==> config.mk <==
export PLATFORM = sky130hd
export DESIGN_NAME = sub_serial_32bit
export DESIGN_NICKNAME = d
export VERILOG_FILES = /design/src/rtl/sub_serial_32bit.sv
export SDC_FILE = /design/constraint.sdc
export NUM_CORES = 1
export LEC_CHECK = 0
export BUFFER_PORTS_ARGS = -buffer_cell sky130_fd_sc_hd__buf_4
export CORE_MARGIN = 2
export CORE_UTILIZATION = 45
export DETAILED_ROUTE_END_ITERATION = 6
export GPL_TIMING_DRIVEN = 0
export HOLD_SLACK_MARGIN = 0.08
export PLACE_DENSITY = 0.68
export SLEW_MARGIN = 15
export SYNTH_ARGS = -nofsm -noshare
export SYNTH_HDL_FRONTEND = slang
export SYNTH_SLANG_ARGS = --single-unit
==> constraint.sdc <==
create_clock -name clk -period 4.4 [get_ports clk]
set_input_delay 0.66 -clock clk [delete_from_list [all_inputs] [get_ports clk]]
set_output_delay 0.66 -clock clk [all_outputs]
set_load 0.005 [all_outputs]
==> src/rtl/sub_serial_32bit.sv <==
// sub_serial_32bit: bit-serial subtractor with valid/ready handshakes; SUB_SERIAL_DUAL_BIT_EN processes two bits per cycle
module sub_serial_32bit #(
  parameter int WIDTH = 32
) (
  input  logic             clk,
  input  logic             rst,
  input  logic             in_valid,
  output logic             in_ready,
  input  logic [WIDTH-1:0] num1,
  input  logic [WIDTH-1:0] num2,
  input  logic             borrowin,
  output logic             out_valid,
  input  logic             out_ready,
  output logic [WIDTH-1:0] D,
  output logic             borrowout,
  output logic             overflow
);
  localparam int CW = $clog2(WIDTH + 1);
`ifdef SUB_SERIAL_DUAL_BIT_EN
  localparam int STEP = 2;
`else
  localparam int STEP = 1;
`endif
  typedef enum logic [1:0] {IDLE, RUN, DONE} state_t;
  state_t state, state_nx;
  logic [WIDTH-1:0] a, b;
  logic [CW-1:0] cnt;
  logic carry, c_msb_in, c_out, last;
  logic [STEP-1:0] s;
`ifdef SUB_SERIAL_DUAL_BIT_EN
  logic c_lo;
  assign s[0]     = a[0] ^ b[0] ^ carry;
  assign c_lo     = (a[0] & b[0]) | (a[0] & carry) | (b[0] & carry);
  assign s[1]     = a[1] ^ b[1] ^ c_lo;
  assign c_out    = (a[1] & b[1]) | (a[1] & c_lo) | (b[1] & c_lo);
  assign c_msb_in = c_lo;
`else
  assign s        = a[0] ^ b[0] ^ carry;
  assign c_out    = (a[0] & b[0]) | (a[0] & carry) | (b[0] & carry);
  assign c_msb_in = carry;
`endif
  assign last      = cnt == CW'(WIDTH - STEP);
  assign in_ready  = state == IDLE;
  assign out_valid = state == DONE;
  always_ff @(posedge clk or posedge rst)
    if (rst) state <= IDLE;
    else     state <= state_nx;
  always_comb begin
    state_nx = state;
    if (state == IDLE && in_valid)  state_nx = RUN;
    if (state == RUN && last)       state_nx = DONE;
    if (state == DONE && out_ready) state_nx = IDLE;
  end
  // subtraction as num1 + ~num2 + ~borrowin; carry out of the MSB means no borrow
  always_ff @(posedge clk or posedge rst) begin
    if (rst) begin
      a         <= '0;
      b         <= '0;
      carry     <= 1'b0;
      cnt       <= '0;
      D         <= '0;
      borrowout <= 1'b0;
      overflow  <= 1'b0;
    end else if (state == IDLE && in_valid) begin
      a     <= num1;
      b     <= ~num2;
      carry <= ~borrowin;
      cnt   <= '0;
    end else if (state == RUN) begin
      a     <= a >> STEP;
      b     <= b >> STEP;
      carry <= c_out;
      cnt   <= cnt + CW'(STEP);
      D     <= {s, D[WIDTH-1:STEP]};
      if (last) begin
        borrowout <= ~c_out;
        overflow  <= c_msb_in ^ c_out;
      end
    end
  end
endmodule

-- After elaboration in Yosys (flattened, before gate mapping)
Index checks and enable logic that the tools add are counted.
W data, S select, Z words.
- flip-flop bits (word level): 107
- input port bits: 69
- output and inout bits: 36
- logic and storage cells: 43
- add/subtract/negate cells: 1
- eq/ne operators: 3
- muxes and demuxes: 11
- bitwise gates (word level): 12
- reduce and logical (&&, ||, !) cells: 8
- operator list (kind ; number):
    $mux W32 ; 4
    $not A32 Y32 ; 1
    $mux W6 ; 2
    $add A6 B1 Y6 const B ; 1
    $eq A6 B5 Y1 const B ; 1
    $mux W2 ; 3
    $and A1 B1 Y1 ; 3
    $logic_and A1 B1 Y1 ; 3
    $not A1 Y1 ; 3
    $reduce_and A3 Y1 ; 1
    $reduce_bool A3 Y1 ; 1
    $xor A1 B1 Y1 ; 3
    $eq A2 B1 Y1 const B ; 1
    $eq A2 B2 Y1 const B ; 1
    $logic_not A2 Y1 ; 1
    $mux W1 ; 2
    $or A1 B1 Y1 ; 2
    $reduce_and A2 Y1 ; 1
    $reduce_bool A2 Y1 ; 1

-- Longest topological paths before layout
Gate-level depths: netlist of the first run.
- depth in word-level cells: 5
- depth in mapped cells: 6
- mapped depth without buffers: 4

-- Worst setup path before layout of the first run
Ideal clock, no wire load.
- kind: flip-flop to output port
- start point: register state[0]
- end point: output port in_ready
- data arrival time: 0.987 ns
- data required time: 3.740 ns
- path slack: 2.753 ns
- stages on the path, launching flop included: 5
- path buffers: 3
- cells stage by stage: dfrtp_1 > buf_2 > buf_2 > clkbuf_1 > nor2_1
- longest elaborated chain between the ends: 1
- RTL lines (what ; RTL line ; text):
    start, declared ; 25 ; state_t state, state_nx;
    start signal, assigned ; 47 ; else state <= state_nx;
    $logic_not A2 Y1 ; 43 ; assign in_ready = state == IDLE;
    end, declared ; 8 ; output logic in_ready,
Every way passes these cells.

-- Final worst setup path of the first run
Same ends and word-level chain as after synthesis.

==> results.cfg, run 1 <==
[critical_path]
path_max_fanout = 10
reg2reg_slack_ps = 2870
path_cells = buf_2 > buf_2 > clkbuf_1 > nor2_1 > buf_4
critPathKind = flop to output port
required_ps = 3740
worst_ep_arrival_time_ps = 1830
end_kind = output port
slowest_stage = dfrtp_1
path_common_cell = buf_2
max_stage_delay_ps = 420
cp-start-kind = flop

[cts]
clock_latency_ps = 370
path_clk_slew_ps = 100
cts_buffers = 9
cts_tree = yes
cts-root-buf = clkbuf_8
h-tree-depth = 3
clk_path_buf_depth = 2
cts_hold_buffers = 0
post_cts_resized = 0
post_cts_buffers = 0
cts_sinks = 107

[finish]
antenna_cells = 0
final_layout_size_suffix_gt1_frac = 0.2298
final_nets = 697
layout_common_cells = 158 x nand2_1, 107 x dfrtp_1, 104 x buf_4
areaGrowthSynthToFinish_pct = 24.77
num-fill-cells = 939
final_common_cell = nand2_1

[synthesis]
synth-edff-count = 0
synthDistinctLibCells = 30
synthAdderAreaFrac = 0.006750
syn-num-nets = 581
yosysSeqAreaShare = 0.5556
ys.flop_type = dfrtp_1
synthCells = 510
syn-cell-area_um2 = 4820
synth_top_family_by_area = simple AND/OR/NAND/NOR gates
synth_compound_gate_area_share = 0.1877
ys_ff_latch = 107
synth.avg_cell_area_um2 = 9.450
synthSimpleGateAreaFrac = 0.1937
async_reset_ff_frac = 1.000
synth_mux_area_frac = 0.009086
synthXorXnorAreaFrac = 0.003634
yosysWarnings = 0

[sta]
finalHoldViolations = 0
skew_ps = 13.15
clock.fmax_ghz = 0.4008
tightest_slew_ps = 483.9
relSlewSlack = 0.6774
setup_tns_ps = 0
worst_slack_ps = 1905
setup_viol = 0
period_share = 0.5670
slew_viol_final = 0
fin_crit_ps = 2495
hold_slack_ps = 220.5
rsz0062_at_grt = no

[run_status]
outcome = finished clean

[grt]
grt_pass1_vias = 3865
grt_max_degree = 83
grt_pass1_wl_um = 18810
grt_use_total = 0.2049
overflow = 0
antenna_found_initial = 0

[placement]
dp_hpwl_um = 7903
post-place-ws_ps = 2310
io_buffer_count = 104
gp_congestion = 0.7995

[drt]
wire_per_inst_um = 14.63
remaining_drc_errors = 0
drt_iter0_drc = 281
drt-total-wl_um = 11230
ant_nets = 0
dr.pass1.iters = 4
vias = 4025
viasPerCell = 5.248

[power]
vdd_ir_drop_max_v = 0.0002196
p_leak_nw = 3.080
power_density_nw_per_um2 = 467.8

[floorplan]
coreArea_um2 = 10370
io_pins = 105
fp-row-count = 37
dieWidth_um = 107.5
die_h_um = 107.5
dieArea_um2 = 11550
start_util = 0.4648

[worst_hold_path]
min_path_type = input pin to async pin

[job]
drv_cap = 0
-- power breakdown --
part           internal (mW)  switching, mW  leakage [nW]
Sequential              1.26          0.180          1.42
Clock                  0.322          0.328        0.0968
Combinational          0.352          0.375          1.56
Total                   1.93          0.883          3.08
-- worst paths after layout --
path	from	end	depth (start not counted)
setup reg to reg	state[0]	a[31]	4
hold reg to reg	a[7]	a[7]	2
setup / recovery	state[0]	in_ready	5
max in group asynchronous	rst	a[22]	3
min in group clk	out_ready	state[1]	2
hold / removal	rst	D[1]	2
-- area by class of cell --
cell class / instances / area (um^2) / share of cell area
clock inverters: 4 / 75.07 / 0.01248
inverters: 6 / 27.53 / 0.004578
repair buffers: 105 / 808.3 / 0.1344
well taps: 136 / 170.2 / 0.02830
multi-input cells: 356 / 1932 / 0.3213
plain buffers: 41 / 187.7 / 0.03121
clock buffers: 12 / 135.1 / 0.02247
flip-flops and latches: 107 / 2678 / 0.4453
-- state kept, by name, indices dropped and copies added, names as in the netlist --
signal     flops
a             32
cnt            6
b             32
state          2
borrowout      1
c_msb_in       1
overflow       1
D             32
-- synthesized netlist by cell type, drive strengths merged, types with 2 or more instances --
master	number	area (um^2)
nand2b	4	25.02
mux2	3	33.78
clkbuf	19	71.32
nor2b	2	12.51
a22oi	13	97.59
a21oi	27	135.1
nor2	6	22.52
nand2	158	593.1
buf	22	116.4
dfrtp	107	2678
and3b	27	236.5
o21ai	67	335.3
a2bb2oi	31	271.5
nand3	3	15.01
a22o	3	26.28
inv	6	22.52
-- cells by family after synthesis --
family,Yosys count
AO/OA/AOI/OAI,146
adder cells (fa/ha/maj),2
multiplexers,4
flip-flops,107
buffers and inverters,47
XOR/XNOR,2
AND/OR/NAND/NOR,202
-- worst max-delay path, delay by kind of cell (launching register included) --
| kind | cells | cell delay [ps] |
|---|---|---|
| simple gates | 1 | 90 |
| flops | 1 | 420 |
| buf+inv | 4 | 960 |
-- routing by layer --
metal  vias to the layer above  part of all wire  GRT usage
met1                      1957              0.48     0.2942
met3                        11             0.041    0.03511
met5                         -                 0          0
li1                       1965                 -          -
met4                         0             0.012    0.05769
met2                        92              0.47     0.3212
-- per-stage QoR --
stage / instances / power, mW / utilization / instance area (um^2)
2_1_floorplan: 510 / 1.906 / - / 4820
3_3_place_gp: 750 / 2.142 / 0.5565 / 5771
3_5_place_dp: 751 / 2.188 / 0.5596 / 5803
4_1_cts: 767 / 2.832 / 0.5799 / 6013
5_1_grt: 767 / 3.017 / 0.5799 / 6013
6_report: 767 / 2.813 / 0.5799 / 6013
Power figures use the tool's default switching activity.
==> run 2: changes to the inputs <==
==> constraint.sdc (replaced) <==
create_clock -name clk -period 2.5 [get_ports clk]
set_input_delay 0.375 -clock clk [delete_from_list [all_inputs] [get_ports clk]]
set_output_delay 0.375 -clock clk [all_outputs]
set_load 0.005 [all_outputs]
==> results.cfg, run 2 (synthesis results as in run 1) <==
[power]
power.share.switching = 0.3276
p_int_mw = 3.200
power_frac_seq = 0.529
p_leak_nw = 3.092
vdd_ir_drop_max_v = 0.0003620
pwr-share-comb = 0.272
power_density_nw_per_um2 = 787.5
clkPwrFrac = 0.199
p_switching_mw = 1.559

[critical_path]
reg2reg_slack_ps = 950
critPathKind = flop to output port
r2r-start = state[0]
r2r_cells = 5
path_max_fanout = 10
cp-start-kind = flop
startpoint = state[0]
worst_r2r_endpoint = a[5]
end_kind = output port
worst_ep_arrival_time_ps = 1850
required_ps = 2120

[drt]
wl_met3_um = 466
viasPerCell = 5.203
met1_length_um = 5110
drt-total-wl_um = 10950
wire_per_inst_um = 14.21
remaining_drc_errors = 0
drt_iter0_drc = 242
highest_layer = met4
vias = 4006
wl_met2_um = 5330
ant_nets = 0
dr.pass1.iters = 5

[floorplan]
coreArea_um2 = 10370
io_pins = 105
start_util = 0.4648
dieWidth_um = 107.5
die_h_um = 107.5
fp-row-count = 37
dieArea_um2 = 11550

[worst_hold_path]
whs_path_depth = 2
min_path_type = input pin to flop
hold_start = out_ready
min_to = state[1]

[grt]
grt_pass1_wl_um = 18700
grt_use_total = 0.2003
antenna_found_initial = 0
grt_pass1_vias = 3900
overflow = 0
grt_max_degree = 28

[cts]
h-tree-depth = 3
clk_path_buf_depth = 2
cts_sinks = 107
cts_tree = yes
post_cts_resized = 0
path_clk_slew_ps = 100
cts_buffers = 9
cts-root-buf = clkbuf_8
clock_latency_ps = 370

[finish]
final_common_cell = nand2_1
layout_common_cells = 158 x nand2_1, 107 x dfrtp_1, 104 x buf_4
antenna_cells = 0
final_layout_size_suffix_gt1_frac = 0.2366
areaGrowthSynthToFinish_pct = 25.42
final_nets = 701
top_regs = D: 32 flops, a: 32 flops, b: 32 flops

[sta]
setup_viol = 0
skew_ps = 16.99
clock.fmax_ghz = 0.4487
period_share = 0.8914
worst_slack_ps = 271.4
relSlewSlack = 0.7149
tightest_slew_ps = 427.6
fin_crit_ps = 2229
rsz0062_at_grt = no
finalHoldViolations = 0
setup_tns_ps = 0
slew_viol_final = 0

[run_status]
outcome = finished clean

[placement]
io_buffer_count = 104
post-place-ws_ps = 679.0
dp_hpwl_um = 8015
gp_congestion = 0.7965

[job]
drv_cap = 0
[run 2: changes by cell type in the layout (fill, tap and decap cells not counted), sizes merged]
cell         before  now
clkbuf           31   28
bufinv            2    0
dlygate4sd3       0    1
clkinvlp          2    4
clkinv            0    2
buf             127  130
[run 2: power groups by stage]
| stage | registers, mW | logic (mW) | clock network, mW |
|---|---|---|---|
| after global placement | 2.53 | 1.24 | 0 |
| after detailed placement | 2.55 | 1.31 | 0 |
| after floorplan | 2.48 | 0.879 | 0 |
| after CTS | 2.52 | 1.31 | 0.991 |
| final | 2.52 | 1.29 | 0.948 |
| after global routing | 2.59 | 1.50 | 1.04 |
[run 2: critical path, cell delays in order (launching register included)]
cell and delay [ps]:
dfrtp_1 430, buf_2 220, buf_2 230, clkbuf_1 360, nor2_1 100, buf_4 150
[run 2: through the flow]
step | instances | power, mW | hold WS [ps] | util | cell area (um^2)
after floorplan | 510 | 3.354 | 449.8 | - | 4823
after global placement | 750 | 3.776 | 461.2 | 0.5568 | 5774
after detailed placement | 754 | 3.863 | 405.4 | 0.5660 | 5869
after CTS | 770 | 4.822 | 150.7 | 0.5829 | 6045
after global routing | 770 | 5.121 | 169.6 | 0.5829 | 6045
final | 770 | 4.760 | 165.6 | 0.5829 | 6045
[run 2: how the worst max path moves through the flow]
stage,end,slack [ps],cells after the start
floorplan,D[0],840,1
global placement,a[13],100,2
detailed placement,out_valid,680,5
CTS,out_valid,260,5
global route,in_ready,130,5
finish,out_valid,270,5
[run 2: layout make-up]
class / count / area [um^2]
Tap cell: 136 / 170.2
Sequential cell: 107 / 2678
Clock inverter: 6 / 41.29
Clock buffer: 9 / 123.9
Timing Repair Buffer: 109 / 885.9
Fill cell: 955 / 4325
Inverter: 6 / 26.28
Buffer: 41 / 187.7
Multi-Input combinational cell: 356 / 1932
[run 2: metal layers]
layer / up-vias / track usage
met5: - / 0
met4: 0 / 0.03571
met3: 4 / 0.03692
met2: 98 / 0.3275
met1: 1929 / 0.2832
li1: 1975 / -
[run 2: repair_timing]
action	4_1_cts	5_1_grt
buffers inserted	0	0
setup endpoints to repair	0	0
hold buffers	1	0
endpoints found under the hold margin	15	0
==> run 3: changes to the inputs <==
--- a/config.mk
+++ b/config.mk
@@ -11,7 +11,7 @@
 export DETAILED_ROUTE_END_ITERATION = 6
 export GPL_TIMING_DRIVEN = 0
 export HOLD_SLACK_MARGIN = 0.08
-export PLACE_DENSITY = 0.68
+export PLACE_DENSITY_LB_ADDON = 0.15
 export SLEW_MARGIN = 15
 export SYNTH_ARGS = -nofsm -noshare
 export SYNTH_HDL_FRONTEND = slang
==> results.cfg, run 3 (synthesis results as in run 1) <==
[critical_path]
path_common_cell = buf_2
path_max_fanout = 10
worst_ep_arrival_time_ps = 1890
end_kind = output port
cp-start-kind = flop
max_stage_delay_ps = 430
path_cells = buf_2 > buf_2 > clkbuf_1 > nor2_1 > buf_4
required_ps = 2120
critPathKind = flop to output port
reg2reg_slack_ps = 960
slowest_stage = dfrtp_1

[floorplan]
die_h_um = 107.5
io_pins = 105
start_util = 0.4648
dieArea_um2 = 11550
coreArea_um2 = 10370
fp-row-count = 37
dieWidth_um = 107.5

[power]
power_density_nw_per_um2 = 799.9
p_leak_nw = 3.092
vdd_ir_drop_max_v = 0.0003732
p_int_mw = 3.238
pwr-share-comb = 0.268
power.share.switching = 0.3293
p_total_mw = 4.828
power_frac_seq = 0.522
clkPwrFrac = 0.210
p_switching_mw = 1.590

[drt]
dr.pass1.iters = 4
remaining_drc_errors = 0
ant_nets = 0
drt_iter0_drc = 239
wire_per_inst_um = 14.56
viasPerCell = 5.288
drt-total-wl_um = 11210
vias = 4072

[run_status]
outcome = finished clean

[finish]
finalInstanceArea_um2 = 6036
antenna_cells = 0
fin_util = 0.5820
final_common_cell = nand2_1
layout_common_cells = 158 x nand2_1, 107 x dfrtp_1, 104 x buf_4
final_layout_size_suffix_gt1_frac = 0.2366
areaGrowthSynthToFinish_pct = 25.23
final_nets = 700
top_regs = D: 32 flops, a: 32 flops, b: 32 flops

[grt]
grt_max_degree = 34
grt_pass1_vias = 3803
grt_pass1_wl_um = 18330
overflow = 0
grt_use_total = 0.2002
antenna_found_initial = 0

[sta]
worst_slack_ps = 230.9
slew_viol_final = 0
period_share = 0.9076
skew_ps = 14.72
rsz0062_at_grt = no
finalHoldViolations = 0
fin_crit_ps = 2269
tightest_slew_ps = 563.1
relSlewSlack = 0.6238
setup_viol = 0
clock.fmax_ghz = 0.4407
setup_tns_ps = 0

[cts]
h-tree-depth = 3
cts_sinks = 107
clk_path_buf_depth = 2
path_clk_slew_ps = 110
cts_tree = yes
cts_buffers = 9
post_cts_resized = 0
cts-root-buf = clkbuf_8
clock_latency_ps = 370
cts_hold_buffers = 1
post_cts_buffers = 0

[placement]
post-place-ws_ps = 655.0
gp_congestion = 0.7544
placedInstanceArea_um2 = 5842
dp_hpwl_um = 8060
io_buffer_count = 104

[worst_hold_path]
min_path_type = input pin to flop

[job]
drv_cap = 0
==> run 3: changes by cell type in the layout (fill, tap and decap cells not counted) <==
cell,delta
buf_16,-1
clkbuf_8,+1
clkinv_2,-1
clkinvlp_4,-1
inv_6,+2
==> run 3: power groups by stage <==
stage	sequential, mW	clock (mW)	combinational, mW
3_5_place_dp	2.54	0	1.31
4_1_cts	2.51	1.04	1.31
5_1_grt	2.58	1.13	1.48
2_1_floorplan	2.48	0	0.879
6_report	2.52	1.01	1.30
3_3_place_gp	2.53	0	1.24
==> run 3: area by class of cell <==
cell class                      count  area [um^2]
Buffer                             41        187.7
Clock buffer                       10        137.6
Clock inverter                      6        46.29
Fill cell                         948         4334
Inverter                            6        26.28
Multi-Input combinational cell    356         1932
Sequential cell                   107         2678
Tap cell                          136        170.2
Timing Repair Buffer              108        858.3
==> run 3: worst paths after layout <==
check / cells after the start / from / endpoint
max reg2reg: 4 / state[0] / b[31]
max in group asynchronous: 4 / rst / b[0]
max: 5 / state[0] / in_ready
min reg2reg: 2 / b[25] / b[25]
min in group asynchronous: 3 / rst / b[10]
min: 2 / out_ready / state[1]
==> run 3: critical path, delay by kind of cell, from the launching register on <==
kind / cells / cell delay [ps]
AND/OR/NAND/NOR: 1 / 130
buffers and inverters: 4 / 970
flip-flops: 1 / 430
==> run 3: metal layers <==
metal | part of all wire | GRT usage | up-vias
met3 | 0.036 | 0.03027 | 19
met1 | 0.48 | 0.2833 | 1982
li1 | - | - | 1980
met4 | 0.021 | 0.08425 | 0
met5 | 0 | 0 | -
met2 | 0.47 | 0.3077 | 91
==> run 3: metrics by stage <==
step	std cells	hold slack, ps
CTS	770	144.0
global placement	750	460.9
global route	770	149.6
detailed placement	753	461.5
finish	770	151.7
floorplan	510	449.8
